===== src/rtl/coproc_host_driver_pkg.sv =====
// coproc_host_driver_pkg: shared states, command bytes and result size for the coprocessor host driver.
package coproc_host_driver_pkg;
  typedef enum logic [2:0] {IDLE, CMD_A, LOAD_A, CMD_B, LOAD_B, CMD_OP, RECV, FINISH} state_e;
  typedef enum logic [1:0] {LD_FETCH, LD_CAPT, LD_LO, LD_HI} ld_e;
  typedef enum logic [1:0] {SND_READY, SND_WAIT_HI, SND_WAIT_LO} snd_e;
  localparam logic [7:0] CMD_A_BYTE = 8'h01;
  localparam logic [7:0] CMD_B_BYTE = 8'h02;
  localparam logic [7:0] CMD_DOT = 8'h06;
  localparam logic [7:0] CMD_DIST = 8'h07;
  localparam int RESULT_BYTES = 4;
endpackage


===== src/rtl/coproc_host_driver_if.sv =====
// coproc_host_driver_if: job control, vector memory, UART byte and result signals of the host driver.
interface coproc_host_driver_if;
  logic start, mode;
  logic vec_en, vec_sel;
  logic [9:0] vec_addr;
  logic [15:0] vec_data;
  logic [7:0] tx_data;
  logic tx_start, tx_busy;
  logic [7:0] rx_data;
  logic rx_ready;
  logic [31:0] result;
  logic busy, done, err_timeout;
  modport master (
    input start, mode, vec_data, tx_busy, rx_data, rx_ready,
    output vec_en, vec_sel, vec_addr, tx_data, tx_start, result, busy, done, err_timeout
  );
  modport slave (
    output start, mode, vec_data, tx_busy, rx_data, rx_ready,
    input vec_en, vec_sel, vec_addr, tx_data, tx_start, result, busy, done, err_timeout
  );
endinterface


===== src/rtl/coproc_host_driver_uart_byte_sender.sv =====
// uart_byte_sender: one tx_start pulse per accepted byte; re-arms only after tx_busy is seen high then low.
module uart_byte_sender
  import coproc_host_driver_pkg::*;
(
  input  logic       clk_sys,
  input  logic       reset,
  input  logic       req_i,
  input  logic [7:0] byte_i,
  input  logic       tx_busy_i,
  output logic       ack_o,
  output logic       tx_start_o,
  output logic [7:0] tx_data_o
);
  snd_e st_q, st_d;
  logic start_q, start_d;
  logic [7:0] data_q, data_d;
  assign ack_o = st_q == SND_READY && req_i && !tx_busy_i;
  assign tx_start_o = start_q;
  assign tx_data_o = data_q;
  always_ff @(posedge clk_sys) begin
    if (reset) begin
      st_q <= SND_READY;
      start_q <= 1'b0;
      data_q <= '0;
    end else begin
      st_q <= st_d;
      start_q <= start_d;
      data_q <= data_d;
    end
  end
  always_comb begin
    start_d = ack_o;
    data_d = ack_o ? byte_i : data_q;
    st_d = st_q == SND_READY   ? (ack_o ? SND_WAIT_HI : SND_READY) :
           st_q == SND_WAIT_HI ? (tx_busy_i ? SND_WAIT_LO : SND_WAIT_HI) :
                                 (tx_busy_i ? SND_WAIT_LO : SND_READY);
  end
endmodule


===== src/rtl/coproc_host_driver.sv =====
// coproc_host_driver: streams vectors A/B and an op command over UART, then assembles a 4-byte result.
// Define HOST_TIMEOUT_EN to enable the result-reception watchdog.
module coproc_host_driver
  import coproc_host_driver_pkg::*;
#(
  parameter int N = 1024,
  parameter int TIMEOUT_CYCLES = 50_000_000
) (
  input logic clk_sys,
  input logic reset,
  coproc_host_driver_if.master bus
);
  localparam logic [9:0] LAST = 10'(N - 1);
  if (N < 1 || N > 1024 || TIMEOUT_CYCLES < 1) begin : g_bad_cfg
    $error("coproc_host_driver: N must be 1..1024 and TIMEOUT_CYCLES positive");
  end
  state_e state_q, state_d;
  ld_e ph_q, ph_d;
  logic mode_q, mode_d;
  logic [9:0] addr_q, addr_d;
  logic [15:0] data_q, data_d;
  logic [23:0] sh_q, sh_d;
  logic [31:0] result_q, result_d;
  logic [1:0] cnt_q, cnt_d;
  logic req, ack, load;
  logic [7:0] byte_s;
`ifdef HOST_TIMEOUT_EN
  localparam int TW = $clog2(TIMEOUT_CYCLES + 1);
  logic [TW-1:0] tmo_q, tmo_d;
  logic err_q, err_d;
  assign bus.err_timeout = err_q;
`else
  assign bus.err_timeout = 1'b0;
`endif
  assign load = state_q == LOAD_A || state_q == LOAD_B;
  assign req = state_q == CMD_A || state_q == CMD_B || state_q == CMD_OP || (load && (ph_q == LD_LO || ph_q == LD_HI));
  assign byte_s = state_q == CMD_A  ? CMD_A_BYTE :
                  state_q == CMD_B  ? CMD_B_BYTE :
                  state_q == CMD_OP ? (mode_q ? CMD_DIST : CMD_DOT) :
                  ph_q == LD_HI     ? data_q[15:8] : data_q[7:0];
  assign bus.vec_en = load && ph_q == LD_FETCH;
  assign bus.vec_sel = state_q == LOAD_B;
  assign bus.vec_addr = addr_q;
  assign bus.result = result_q;
  assign bus.busy = state_q != IDLE && state_q != FINISH;
  assign bus.done = state_q == FINISH;
  uart_byte_sender u_tx (
    .clk_sys    (clk_sys),
    .reset      (reset),
    .req_i      (req),
    .byte_i     (byte_s),
    .tx_busy_i  (bus.tx_busy),
    .ack_o      (ack),
    .tx_start_o (bus.tx_start),
    .tx_data_o  (bus.tx_data)
  );
  always_ff @(posedge clk_sys) begin
    if (reset) begin
      state_q <= IDLE;
      ph_q <= LD_FETCH;
      mode_q <= 1'b0;
      addr_q <= '0;
      data_q <= '0;
      sh_q <= '0;
      result_q <= '0;
      cnt_q <= '0;
`ifdef HOST_TIMEOUT_EN
      tmo_q <= '0;
      err_q <= 1'b0;
`endif
    end else begin
      state_q <= state_d;
      ph_q <= ph_d;
      mode_q <= mode_d;
      addr_q <= addr_d;
      data_q <= data_d;
      sh_q <= sh_d;
      result_q <= result_d;
      cnt_q <= cnt_d;
`ifdef HOST_TIMEOUT_EN
      tmo_q <= tmo_d;
      err_q <= err_d;
`endif
    end
  end
  // Element fetch runs FETCH (vec_en) -> CAPT (register vec_data) -> LO -> HI byte.
  always_comb begin
    state_d = state_q;
    ph_d = ph_q;
    mode_d = mode_q;
    addr_d = addr_q;
    data_d = data_q;
    sh_d = sh_q;
    result_d = result_q;
    cnt_d = cnt_q;
    case (state_q)
      IDLE: if (bus.start) begin
        state_d = CMD_A;
        mode_d = bus.mode;
      end
      CMD_A, CMD_B: if (ack) begin
        state_d = state_q == CMD_A ? LOAD_A : LOAD_B;
        addr_d = '0;
        ph_d = LD_FETCH;
      end
      LOAD_A, LOAD_B: case (ph_q)
        LD_FETCH: ph_d = LD_CAPT;
        LD_CAPT: begin
          data_d = bus.vec_data;
          ph_d = LD_LO;
        end
        LD_LO: ph_d = ack ? LD_HI : LD_LO;
        default: if (ack) begin
          ph_d = LD_FETCH;
          addr_d = addr_q == LAST ? addr_q : addr_q + 10'd1;
          state_d = addr_q != LAST ? state_q : state_q == LOAD_A ? CMD_B : CMD_OP;
        end
      endcase
      CMD_OP: if (ack) begin
        state_d = RECV;
        cnt_d = '0;
      end
      RECV: if (bus.rx_ready) begin
        sh_d = {sh_q[15:0], bus.rx_data};
        cnt_d = cnt_q + 2'd1;
        if (cnt_q == 2'(RESULT_BYTES - 1)) begin
          state_d = FINISH;
          result_d = {sh_q, bus.rx_data};
        end
      end
      default: state_d = IDLE;
    endcase
`ifdef HOST_TIMEOUT_EN
    err_d = (state_q == IDLE && bus.start) ? 1'b0 : err_q;
    tmo_d = (state_q == RECV && !bus.rx_ready) ? tmo_q + 1'b1 : '0;
    if (state_q == RECV && !bus.rx_ready && tmo_q == TW'(TIMEOUT_CYCLES - 1)) begin
      state_d = IDLE;
      err_d = 1'b1;
    end
`endif
  end
endmodule


===== src/flat_wrapper.sv =====
// flat-port wrapper written by rule: the top's interface ports become plain ports
module coproc_host_driver_flat import coproc_host_driver_pkg::*;
#(
  parameter int N = 1024,
  parameter int TIMEOUT_CYCLES = 50_000_000
)
  (clk_sys, reset, bus_start, bus_mode, bus_vec_data, bus_tx_busy, bus_rx_data, bus_rx_ready, bus_vec_en, bus_vec_sel, bus_vec_addr, bus_tx_data, bus_tx_start, bus_result, bus_busy, bus_done, bus_err_timeout);
  coproc_host_driver_if bus_i ();
  input logic clk_sys;
  input logic reset;
  input wire logic [$bits(bus_i.start)-1:0] bus_start;
  input wire logic [$bits(bus_i.mode)-1:0] bus_mode;
  input wire logic [$bits(bus_i.vec_data)-1:0] bus_vec_data;
  input wire logic [$bits(bus_i.tx_busy)-1:0] bus_tx_busy;
  input wire logic [$bits(bus_i.rx_data)-1:0] bus_rx_data;
  input wire logic [$bits(bus_i.rx_ready)-1:0] bus_rx_ready;
  output wire logic [$bits(bus_i.vec_en)-1:0] bus_vec_en;
  output wire logic [$bits(bus_i.vec_sel)-1:0] bus_vec_sel;
  output wire logic [$bits(bus_i.vec_addr)-1:0] bus_vec_addr;
  output wire logic [$bits(bus_i.tx_data)-1:0] bus_tx_data;
  output wire logic [$bits(bus_i.tx_start)-1:0] bus_tx_start;
  output wire logic [$bits(bus_i.result)-1:0] bus_result;
  output wire logic [$bits(bus_i.busy)-1:0] bus_busy;
  output wire logic [$bits(bus_i.done)-1:0] bus_done;
  output wire logic [$bits(bus_i.err_timeout)-1:0] bus_err_timeout;
  assign bus_i.start = bus_start;
  assign bus_i.mode = bus_mode;
  assign bus_i.vec_data = bus_vec_data;
  assign bus_i.tx_busy = bus_tx_busy;
  assign bus_i.rx_data = bus_rx_data;
  assign bus_i.rx_ready = bus_rx_ready;
  assign bus_vec_en = bus_i.vec_en;
  assign bus_vec_sel = bus_i.vec_sel;
  assign bus_vec_addr = bus_i.vec_addr;
  assign bus_tx_data = bus_i.tx_data;
  assign bus_tx_start = bus_i.tx_start;
  assign bus_result = bus_i.result;
  assign bus_busy = bus_i.busy;
  assign bus_done = bus_i.done;
  assign bus_err_timeout = bus_i.err_timeout;
  coproc_host_driver #(.N(N), .TIMEOUT_CYCLES(TIMEOUT_CYCLES)) u_core (.clk_sys(clk_sys), .reset(reset), .bus(bus_i));
endmodule

===== config.mk =====
export PLATFORM = sky130hd
export DESIGN_NAME = coproc_host_driver_flat
export DESIGN_NICKNAME = d
export VERILOG_FILES = /design/src/rtl/coproc_host_driver_pkg.sv /design/src/rtl/coproc_host_driver_if.sv /design/src/rtl/coproc_host_driver_uart_byte_sender.sv /design/src/rtl/coproc_host_driver.sv /design/src/flat_wrapper.sv
export SDC_FILE = /design/constraint.sdc
export NUM_CORES = 1
export LEC_CHECK = 0
export CAP_MARGIN = 20
export CORE_ASPECT_RATIO = 1.4
export CORE_UTILIZATION = 35
export CTS_BUF_LIST = sky130_fd_sc_hd__clkbuf_8
export CTS_CLUSTER_SIZE = 12
export DETAILED_ROUTE_END_ITERATION = 16
export GPL_TIMING_DRIVEN = 0
export SETUP_SLACK_MARGIN = 0.5
export SLEW_MARGIN = 10
export SYNTH_ARGS = -nofsm -noshare
export SYNTH_HDL_FRONTEND = slang
export SYNTH_HIERARCHICAL = 1
export SYNTH_SLANG_ARGS = --single-unit

===== constraint.sdc =====
create_clock -name clk_sys -period 5.1 [get_ports clk_sys]
set_input_delay 1.02 -clock clk_sys [delete_from_list [all_inputs] [get_ports clk_sys]]
set_output_delay 1.02 -clock clk_sys [all_outputs]
set_load 0.02 [all_outputs]

**Word-level counts from Yosys, hierarchy flattened**

Index checks and enable logic that the tools add are counted.

- Register bits: 101
- Input bits: 30
- Output and inout port bits: 56
- Logic and storage cells: 97

- Add/subtract/negate cells: 2
- Equal/unequal tests: 24
- Muxes and demuxes: 33
- Reduce and logical (&&, ||, !) cells: 27

Operators with widths:

| operator | count |
|---|---|
| $mux 10 | 4 |
| $mux 8 | 4 |
| $mux 3 | 10 |
| $pmux 10 s2 | 1 |
| $pmux 3 s5 | 1 |
| $mux 2 | 7 |
| $eq 3x3->1 const B | 4 |
| $add 10x1->10 const B | 1 |
| $eq 10x10->1 const B | 1 |
| $ne 10x10->1 const B | 1 |
| $ne 2x2->1 const B | 5 |
| $ne 2x1->1 const B | 4 |
| $pmux 2 s2 | 2 |
| $reduce_and 8->1 | 1 |
| $eq 2x2->1 const B | 3 |
| $eq 3x2->1 const B | 2 |
| $pmux 2 s3 | 1 |
| $reduce_and 2->1 | 3 |
| $reduce_and 3->1 | 2 |
| $logic_and 1x1->1 | 5 |
| $logic_or 1x1->1 | 5 |
| $reduce_and 5->1 | 1 |
| $eq 2x1->1 const B | 2 |
| $logic_not 2->1 | 2 |
| other kinds (10) | 14 |

**Logic depth before layout (Yosys ltp)**

Gate-level depths: netlist (run 1).

- Depth in word-level cells: 9
- Mapped depth: 13
- Mapped depth without buffers: 9

**Cells and area by module**

The synthesis (run 1) kept the hierarchy.

By module, submodules not included:

| module | times used | cells an instance | area an instance (um^2) | seq. area each (um^2) |
|---|---|---|---|---|
| coproc_host_driver | 1 | 476 | 3998.8 | 1801.7 |
| uart_byte_sender | 1 | 44 | 473.0 | 220.2 |

**Least setup slack after synthesis (run 1)**

No wires, ideal clock.

- Kind: reg2reg
- Start point: register u_core.state_q[0]
- End point: register u_core.state_q[0]
- Setup time: 0.121 ns
- Arrival time: 2.773 ns
- Required time: 4.979 ns
- Slack: 2.205 ns
- Cell stages (with the launch flop): 12
- Path buffers: 4
- Clock period less this slack: 2.895 ns
- Path through: dfxtp_1 -> buf_2 -> buf_2 -> a21boi_1 -> nand2b_1 -> nor4b_4 -> buf_6 -> clkbuf_1 -> nor2b_1 -> o31a_1 -> a221oi_4 -> mux2_4

- Word-level cells in the longest chain between the ends: 8
- Elaborated cells on any way between the ends: 26
- Classes of those cells: 14 x eq/ne; 1 x mux; 11 x reduce/logical

RTL lines:

| item | line | RTL |
|---|---|---|
| start, declared | coproc_host_driver.sv:17 | `state_e state_q, state_d;` |
| start signal, assigned | coproc_host_driver.sv:72 | `state_q <= state_d;` |
| $eq 3x1->1 (tied with other cells) | coproc_host_driver.sv:36 | `assign req = state_q == CMD_A \|\| state_q == CMD_B \|\| state_q == CMD_OP \|\| (load && (ph_q == LD_LO \|\| ph_q == L ...` |
| $logic_or 1x1->1, on equally long branches | coproc_host_driver.sv:36, coproc_host_driver.sv:35 |  |
| $logic_or 1x1->1 / $logic_and 1x1->1 (equally long branches) | coproc_host_driver.sv:36 |  |
| $logic_or 1x1->1 * | coproc_host_driver.sv:36 |  |
| net u_core.req | coproc_host_driver.sv:25 | `logic req, ack, load;` |
| $logic_and 1x1->1 * (2 in a row) | coproc_host_driver_uart_byte_sender.sv:17 | `assign ack_o = st_q == SND_READY && req_i && !tx_busy_i;` |
| net u_core.ack | coproc_host_driver.sv:25 |  |
| $ne 2x1->1 (no line) | n/a |  |
| $reduce_and 8->1 (no line) * | n/a |  |

The timed path passes the listed nets; every way through them passes the cells marked *.
A chain may end at the register's enable or synchronous reset.

**Final worst setup path (run 1)**

- Start point: register u_core.state_q[0]
- End point: output port bus_done

- Word-level cells in the longest chain between the ends: 1

RTL lines:

| item | line | RTL |
|---|---|---|
| $eq 3x3->1 | coproc_host_driver.sv:46 | `assign bus.done = state_q == FINISH;` |
| end, declared | flat_wrapper.sv:24 | `output wire logic [$bits(bus_i.done)-1:0] bus_done;` |

No other way between the ends.

==> reports/results.txt, run 1 <==
Post-synth ARST share -> 0
Hold Path Sink -> u_core/sh_q[16]$_SDFFE_PP0P_
Post-CTS setup buffer count -> 0
Clk Latency, worst-skew pair -> 0.37 ns
Longest Clk Path Bufs -> 2
Synth Area in Simple Gates -> 0.242
P&R area growth vs syn -> 27.5%
First-pass GRT wire length -> 18800 um
Synth Area in XOR/XNOR -> 0.00616
Final setup fails -> 0
Tcrit/Tclk final -> 0.692
Max Slew Vio Count -> 0
H-tree depth -> 3
EDFF count, synth -> 0
Crit path largest cell delay -> 0.64 ns
Slowest-stage cell, CP -> clkdlybuf4s50_1
Setup crit end kind -> output port
Most Frequent Cell on Critical Path -> buf_2
Die height -> 136 um
Reg2Reg Depth -> 11
Leak -> 0.00190 uW
Achievable Freq -> 283 MHz
Pre-Repair DR Iteration Count -> 4
Reg2Reg Capture Point -> u_core/state_q[0]$_SDFFE_PP0P_
Cells after synthesis -> 520
WHS Path Cells -> 2
Pwr Total -> 1660 uW
R2r setup slk -> 1.61 ns
Gr usage total -> 0.179
IO Port Bufs -> 83
Crit path DAT -> 2.51 ns
Total nets after synthesis -> 556
Most used DFF post-synth -> dfxtp_1
Max FO, Critical Path -> 10
Area taken by multi-input logic gates -> 2200 um2
Hold Crit Start -> u_core/sh_q[16]$_SDFFE_PP0P_
DRC -> 0
I/O pin count -> 86
Setup TNS -> 0 ns
Setup ws final -> 1.57 ns
Status -> finished, final reports clean
Reg2reg start -> u_core/state_q[0]$_SDFFE_PP0P_
Post-Place Worst Slack -> 1.58 ns
VDD IR max -> 0.153 mV
Cts hold-fix bufs -> 0
HPWL after DPL -> 8460 um
DRT iter0 DRCs -> 184
CORE AREA -> 12400 um2
Routed WL per cell -> 14.8 um
Top Usage Layer GRT -> met2
Total global routing overflow -> 0
Largest net degree at the start of global routing -> 19
Adder-cell share of the synthesized area -> 0.0168
DR vias/cell -> 5.06
RSZ-0062 raised after global routing -> false
Vias in the first global route -> 3855
Antenna cell count -> 0
Final Hold Vio Count -> 0
Clk root buf -> clkbuf_8
Die width -> 97.5 um
Multiplexer area fraction after synthesis -> 0.0797
Actual slew at the worst max-slew pin -> 0.645 ns
Gpl congestion -> 0.843
DRT antenna net count -> 0
CTS tree -> built
Fillcell total -> 1261
GR met1 Demand/Resource -> 0.202
Worst EP required -> 4.08 ns
Final WL -> 11400 um
DIE AREA -> 13200 um2
Final net count -> 650
Clock Skews -> 0.00956 ns
Initial Util -> 0.361
Worst Path Class, Setup -> flip-flop to output port
Largest family of logic cells by synthesized area -> simple AND/OR/NAND/NOR gates
Post-CTS sizing -> 0
Worst setup path start -> u_core/state_q[0]$_SDFFE_PP0P_
Max-cap violations -> 0
Met3 Resource Use GR -> 0.0449
FF+latch count, synth -> 101
Ratio of cells with drive above 1 in the final layout -> 0.0856
Pwr per Cell Area -> 290 nW/um2
Min Clock Period, post-route -> 3.53 ns
Synth cell types -> 63
Total CTS buffers -> 9
Most common cell after layout, fill and taps aside -> nand2_1
CP Cell Sequence -> buf_2 -> buf_2 -> clkbuf_1 -> and3_1 -> clkdlybuf4s50_1
CP startpoint kind -> flip-flop
Hold crit path type -> flip-flop to flip-flop
Initial antenna violation count -> 0
YS warnings -> 6
M2 GR Usage -> 0.317
CTS sink cnt -> 101
Cell Rows -> 48
Post-synthesis sequential area ratio -> 0.452
Mean Syn Cell Area -> 8.60 um2
Slew HR -> 0.570
Post-synthesis instance area -> 4470 um2
Clk pin slew, worst setup/hold paths -> 0.10 ns
Fin Hold WS -> 0.461 ns
Register area -> 2020 um2
Most frequent cells in the layout -> nand2_1 (125), dfxtp_1 (101), clkdlybuf4s50_1 (83), a21oi_1 (65)
DR vias -> 3892
Synth Area in Compound Gates -> 0.147
==> layout make-up <==
type / count / area share
timing repair buffer: 83 / 0.146
sequential: 101 / 0.355
inverter: 6 / 0.00395
tap: 150 / 0.0329
multi-input combinational: 372 / 0.386
clock inverter: 6 / 0.0132
clock buffer: 10 / 0.0241
buffer: 41 / 0.0393
==> worst max-delay path: cells and delay by family, from the launching register on <==
kind	cells	cell delay, ns
buffers and inverters	4	1.52
DFF	1	0.34
and+or+nand+nor	1	0.28
==> cell families (layout without fill, tap and decap cells) <==
| group | count (synthesis) | count (layout) |
|---|---|---|
| AND/OR/NAND/NOR | 224 | 224 |
| other | 1 | 1 |
| buffers and inverters | 47 | 146 |
| flip-flops | 101 | 101 |
| XOR/XNOR | 1 | 1 |
| AO/OA/AOI/OAI | 105 | 105 |
| adder cells (fa/ha/maj) | 6 | 6 |
| multiplexers | 35 | 35 |
==> state kept, by name, indices dropped and copies added (netlist names) <==
register	count
u_core/ph_q	2
u_core/bus.result	32
u_core/u_tx/tx_start_o	1
u_core/bus.vec_addr	10
u_core/u_tx/tx_data_o	8
u_core/cnt_q	2
u_core/u_tx/st_q	2
u_core/state_q	3
u_core/mode_q	1
u_core/sh_q	24
u_core/data_q	16
==> cells in the mapped netlist (all sizes together) (3+ instances only) <==
library cell / number / share of area
nand2: 126 / 0.11
dfxtp: 101 / 0.45
a21oi: 65 / 0.073
mux2i: 33 / 0.074
nor2: 33 / 0.028
buf: 24 / 0.036
nand2b: 19 / 0.027
clkbuf: 17 / 0.014
nor2b: 8 / 0.011
nand3: 7 / 0.0078
o21ai: 7 / 0.0078
ha: 6 / 0.017
inv: 6 / 0.0050
a211oi: 4 / 0.0067
and2: 4 / 0.0056
nand4: 4 / 0.0070
nor3: 4 / 0.0070
a311oi: 3 / 0.0059
nor3b: 3 / 0.0073
o311ai: 3 / 0.0059
==> metrics by stage <==
step / instances / util / area (um2)
3_5_place_dp: 753 / 0.444 / 5490
3_3_place_gp: 753 / 0.444 / 5490
6_report: 769 / 0.461 / 5700
5_1_grt: 769 / 0.461 / 5700
2_1_floorplan: 520 / - / 4470
4_1_cts: 769 / 0.461 / 5700
==> metal layers <==
layer	vias to the layer above	wire, um
li1	1958	-
met1	1816	4740
met2	106	5880
met3	12	560
met4	0	206
met5	-	0
==> worst max-delay path by stage <==
stage | endpoint | cells after the start
finish | bus_done | 5
CTS | bus_done | 5
floorplan | u_core/state_q[0]$_SDFFE_PP0P_ | 11
detailed placement | u_core/state_q[0]$_SDFFE_PP0P_ | 8
global placement | u_core/state_q[0]$_SDFFE_PP0P_ | 8
global route | u_core/state_q[0]$_SDFFE_PP0P_ | 11
==> report_power, final <==
group	switching, uW	internal [uW]
Sequential	7.86	801
Combinational	171	132
Clock	295	249
Total	474	1180
(Power assumes the default switching activity.)
==> inputs of run 2 (changes only) <==
clock period = 2.9 ns   (was 5.1 ns; I/O delays follow)
==> run 2 against run 1 <==
Register-to-register slack got worse by 1.1 ns. Sequential power rose by 77%. Utilization rose by 3.1 points. Power rose by 88%. First-iteration DRC count fell by 35%. Worst setup slack got worse by 1.1 ns. Highest routed layer unchanged.
==> reports/results.txt, run 2 (synthesized netlist as in run 1, its figures left out) <==
Status -> finished, final reports clean
Most frequent cells in the layout -> nand2_1 (125), dfxtp_1 (96), clkdlybuf4s50_1 (79), a21oi_1 (65), mux2i_1 (33)
DRC -> 0
RSZ-0062 raised after global routing -> true
DIE AREA -> 13200 um2
IO Port Bufs -> 83
Gr usage total -> 0.187
Setup TNS -> 0 ns
Max FFs per register -> 32
Final instance area -> 6090 um2
Max Slew Vio Count -> 0
Slowest-stage cell, CP -> dfxtp_2
Crit path largest cell delay -> 0.35 ns
CORE AREA -> 12400 um2
Final setup fails -> 0
DRT antenna net count -> 0
Antenna cell count -> 0
Fin Hold WS -> 0.462 ns
Total global routing overflow -> 0
Longest Clk Path Bufs -> 2
Crit path DAT -> 2.67 ns
Placement Cell Area -> 5530 um2
Initial Util -> 0.361
P&R area growth vs syn -> 36.2%
Cts hold-fix bufs -> 0
Vias in the first global route -> 4087
First-pass GRT wire length -> 19700 um
Clk root buf -> clkbuf_8
Pwr per Cell Area -> 510 nW/um2
Most Frequent Cell on Critical Path -> buf_8
Leak -> 0.00212 uW
Area taken by multi-input logic gates -> 2280 um2
Max-cap violations -> 0
DR vias/cell -> 5.16
Gpl congestion -> 0.810
Worst Path Class, Setup -> flip-flop to flip-flop
Final net count -> 676
Clock Skews -> 0.0148 ns
CP startpoint kind -> flip-flop
Min Clock Period, post-route -> 2.40 ns
Pre-Repair DR Iteration Count -> 4
DR vias -> 4100
Max FO, Critical Path -> 6
WHS Path Cells -> 2
Actual slew at the worst max-slew pin -> 0.710 ns
Hold crit path type -> flip-flop to flip-flop
Fillcell total -> 1218
Most common cell after layout, fill and taps aside -> nand2_1
Largest net degree at the start of global routing -> 21
Routed WL per cell -> 15.2 um
CP Cell Sequence -> buf_8 -> xnor2_4 -> nor2_4 -> o21ai_2 -> nand2b_4 -> nor4b_4 -> buf_6 -> buf_8 -> nor2b_1 -> o31a_1 -> a221oi_4 -> mux2_4
DRT iter0 DRCs -> 119
Die width -> 97.5 um
Cell Rows -> 48
Worst EP required -> 3.18 ns
I/O pin count -> 86
Tcrit/Tclk final -> 0.826
Slew HR -> 0.527
HPWL after DPL -> 8500 um
VDD IR max -> 0.224 mV
H-tree depth -> 3
Final Hold Vio Count -> 0
CTS sink cnt -> 101
Clk pin slew, worst setup/hold paths -> 0.11 ns
Ratio of cells with drive above 1 in the final layout -> 0.152
Setup crit end kind -> flip-flop
Achievable Freq -> 417 MHz
Clk Latency, worst-skew pair -> 0.38 ns
Final WL -> 12100 um
Total CTS buffers -> 9
Reg2Reg Depth -> 12
CTS tree -> built
Die height -> 136 um
Register area -> 2030 um2
Initial antenna violation count -> 0
[run 2: changes by cell type in the layout (fill, tap and decap cells not counted), sizes merged]
cell           change
buf               +27
clkdlybuf4s50      -4
clkbuf             -2
clkinv             +2
dlygate4sd2        +2
bufbuf             +1
bufinv             -1
clkdlybuf4s15      +1
clkinvlp           -1
inv                +1
[run 2: report_power, final]
group | switching (uW) | internal (uW)
Clock | 568 | 343
Sequential | 15.5 | 1410
Combinational | 371 | 399
Total | 955 | 2150
[run 2: timing repair]
item,in CTS,in global routing
setup buffers,21,3
endpoints found under the hold margin,0,0
cloned,1,1
gates resized for setup,33,12
pin swaps,5,3
setup endpoints to repair,20,15
[run 2: layer usage]
layer,up-vias,GRT usage,part of all wire
li1,2007,-,-
met1,1934,0.211,0.41
met2,132,0.331,0.51
met3,27,0.0387,0.047
met4,0,0.100,0.030
met5,-,0,0
[run 2: worst max-delay path, delay by kind of cell (launching register included)]
kind            cells  cell delay (ns)
buf+inv             3             0.37
flops               1             0.35
xor+xnor            1             0.15
mux                 1             0.33
simple gates        4             0.44
compound gates      3             0.65
[run 2: stage by stage]
step | setup slack (ns) | std cells | total power (uW) | utilization
after CTS | 0.417 | 791 | 3100 | 0.487
after detailed placement | 0.0173 | 753 | 2020 | 0.447
after global routing | 0.399 | 795 | 3250 | 0.492
after global placement | 0.0804 | 753 | 2020 | 0.447
after floorplan | 0.380 | 520 | 1860 | -
final | 0.505 | 795 | 3110 | 0.492
[run 2: layout make-up]
cell class | count | share of cell area
buffer | 41 | 0.0524
clock buffer | 9 | 0.0203
clock inverter | 7 | 0.0121
inverter | 6 | 0.00370
multi-input combinational | 372 | 0.375
sequential | 101 | 0.333
tap | 150 | 0.0308
timing repair buffer | 109 | 0.173
[run 2: worst paths after layout]
check	to	startpoint	slack [ns]
max reg2reg	u_core/state_q[0]$_SDFFE_PP0P_	u_core/state_q[1]$_SDFFE_PP0P_	0.50
max	u_core/state_q[0]$_SDFFE_PP0P_	u_core/state_q[1]$_SDFFE_PP0P_	0.50
min	u_core/bus.result[11]$_SDFFE_PP0P_	u_core/bus.result[11]$_SDFFE_PP0P_	0.46
min reg2reg	u_core/bus.result[11]$_SDFFE_PP0P_	u_core/bus.result[11]$_SDFFE_PP0P_	0.46
==> inputs of run 3 (changes only) <==
clock period = 2.3 ns   (was 2.9 ns; I/O delays follow)
==> run 3 against run 2 <==
The flow now finishes with violations (setup timing). Largest cell class unchanged. Critical path depth is the same. Clock power grew 37%. Highest routed layer unchanged. Non-clock buffer count grew 19.
==> reports/results.txt, run 3 (synthesized netlist as in run 1, its figures left out) <==
Leak -> 0.00265 uW
Pwr Total -> 4190 uW
Min Clock Period, post-route -> 2.37 ns
Most common cell after layout, fill and taps aside -> nand2_1
Die height -> 136 um
Most Frequent Cell on Critical Path -> buf_8
Crit path largest cell delay -> 0.34 ns
Cell Rows -> 48
Pwr per Cell Area -> 652 nW/um2
Actual slew at the worst max-slew pin -> 0.575 ns
Longest Clk Path Bufs -> 2
Fin Hold WS -> 0.459 ns
CTS tree -> built
Die width -> 97.5 um
Final setup fails -> 4
Crit-path leading delay family -> buffers and inverters
Ratio of cells with drive above 1 in the final layout -> 0.202
Failing checks -> setup timing
Register area -> 2030 um2
Placement Cell Area -> 5610 um2
Gpl congestion -> 0.862
Total global routing overflow -> 0
Max FO, Critical Path -> 6
Worst Path Class, Setup -> flip-flop to flip-flop
DR vias/cell -> 5.05
Crit path DAT -> 2.63 ns
Worst EP required -> 2.56 ns
Initial Util -> 0.361
Slew HR -> 0.617
CP startpoint kind -> flip-flop
Initial antenna violation count -> 0
Routed WL per cell -> 15.4 um
RSZ-0062 raised after global routing -> true
Clk pin slew, worst setup/hold paths -> 0.11 ns
Post-Place Worst Slack -> -0.446 ns
P&R area growth vs syn -> 43.6%
Final instance area -> 6420 um2
CORE AREA -> 12400 um2
CP Cell Sequence -> buf_8 -> buf_8 -> a21boi_4 -> nand2b_4 -> nor4b_4 -> buf_6 -> buf_8 -> nor2b_1 -> a32oi_4 -> clkbuf_4 -> o311ai_1 -> o41ai_1
Most frequent cells in the layout -> nand2_1 (124), dfxtp_1 (96), a21oi_1 (63), dlygate4sd2_1 (40), buf_4 (36)
Tcrit/Tclk final -> 1.03
Clk Latency, worst-skew pair -> 0.37 ns
DRT antenna net count -> 0
Clock Skews -> 0.00760 ns
Status -> finished, violations left
Antenna cell count -> 0
First-pass GRT wire length -> 19500 um
Clk root buf -> clkbuf_8
Area taken by multi-input logic gates -> 2400 um2
Total CTS buffers -> 9
Max Slew Vio Count -> 0
Max FFs per register -> 32
IO Port Bufs -> 83
DRC -> 0
Gr usage total -> 0.186
DRT iter0 DRCs -> 162
Final WL -> 12500 um
Pre-Repair DR Iteration Count -> 4
Achievable Freq -> 421 MHz
CTS sink cnt -> 101
Final Hold Vio Count -> 0
Vias in the first global route -> 3963
Max-cap violations -> 0
Final net count -> 695
DR vias -> 4111
I/O pin count -> 86
Setup crit end kind -> flip-flop
Crit path buffers/inverters -> 5
Finished Core Util -> 0.519
Setup ws final -> -0.0741 ns
H-tree depth -> 3
Largest net degree at the start of global routing -> 21
HPWL after DPL -> 8560 um
Fillcell total -> 1176
Hold crit path type -> input pin to flip-flop
Cts hold-fix bufs -> 0
Slowest-stage cell, CP -> dfxtp_2
DIE AREA -> 13200 um2
VDD IR max -> 0.405 mV
run 3: cell count changes in the layout (fill, tap and decap cells not counted), moves of 3 or more:
cell,delta
buf_4,+7
dlygate4sd2_1,+38
inv_8,+3
buf_6,+18
buf_2,-5
dlymetal6s2s_1,+11
clkbuf_4,+3
clkdlybuf4s50_1,-51
run 3: final timing paths:
kind                                 startpoint  slack, ns                               endpoint  depth (start not counted)
max reg2reg      u_core/state_q[2]$_SDFFE_PP0P_      -0.07    u_core/bus.vec_addr[3]$_SDFFE_PP0P_                         12
min                                       reset       0.46  u_core/u_tx/tx_data_o[5]$_SDFFE_PP0P_                          3
max              u_core/state_q[2]$_SDFFE_PP0P_      -0.07    u_core/bus.vec_addr[3]$_SDFFE_PP0P_                         12
min reg2reg  u_core/bus.result[23]$_SDFFE_PP0P_       0.46     u_core/bus.result[23]$_SDFFE_PP0P_                          2
run 3: area by class of cell:
type	count	area share
Multi-Input combinational cell	372	0.373
Sequential cell	101	0.316
Timing Repair Buffer	128	0.187
Buffer	41	0.0573
Tap cell	150	0.0292
Clock buffer	9	0.0193
Clock inverter	7	0.0148
Inverter	6	0.00351
run 3: power breakdown:
| group | internal, uW | switching (uW) |
|---|---|---|
| sequential | 1780 | 17.9 |
| clock | 546 | 707 |
| combinational | 611 | 525 |
| total | 2940 | 1250 |
run 3: what timing repair did:
action	in CTS	in global routing
setup endpoints to repair	65	86
gates resized for setup	85	59
buffers inserted	25	17
cloned	0	3
pin swaps	8	8
run 3: metal layers:
layer  GRT usage  routed length, um  up-vias
li1            -                  -     2052
met3      0.0454                680       24
met5           0                  0        -
met1       0.208               5090     1921
met4      0.0792                293        0
met2       0.335               6490      114
run 3: through the flow:
stage,TNS [ns],cells
4_1_cts,-0.101,794
6_report,-0.207,814
5_1_grt,-0.878,814
3_5_place_dp,-3.53,753
2_1_floorplan,-0.190,520
3_3_place_gp,-3.07,753
run 3: worst min-delay path, stage by stage:
cell and delay (ns):
buf_2 0.15, nand2b_1 0.12, mux2i_1 0.06
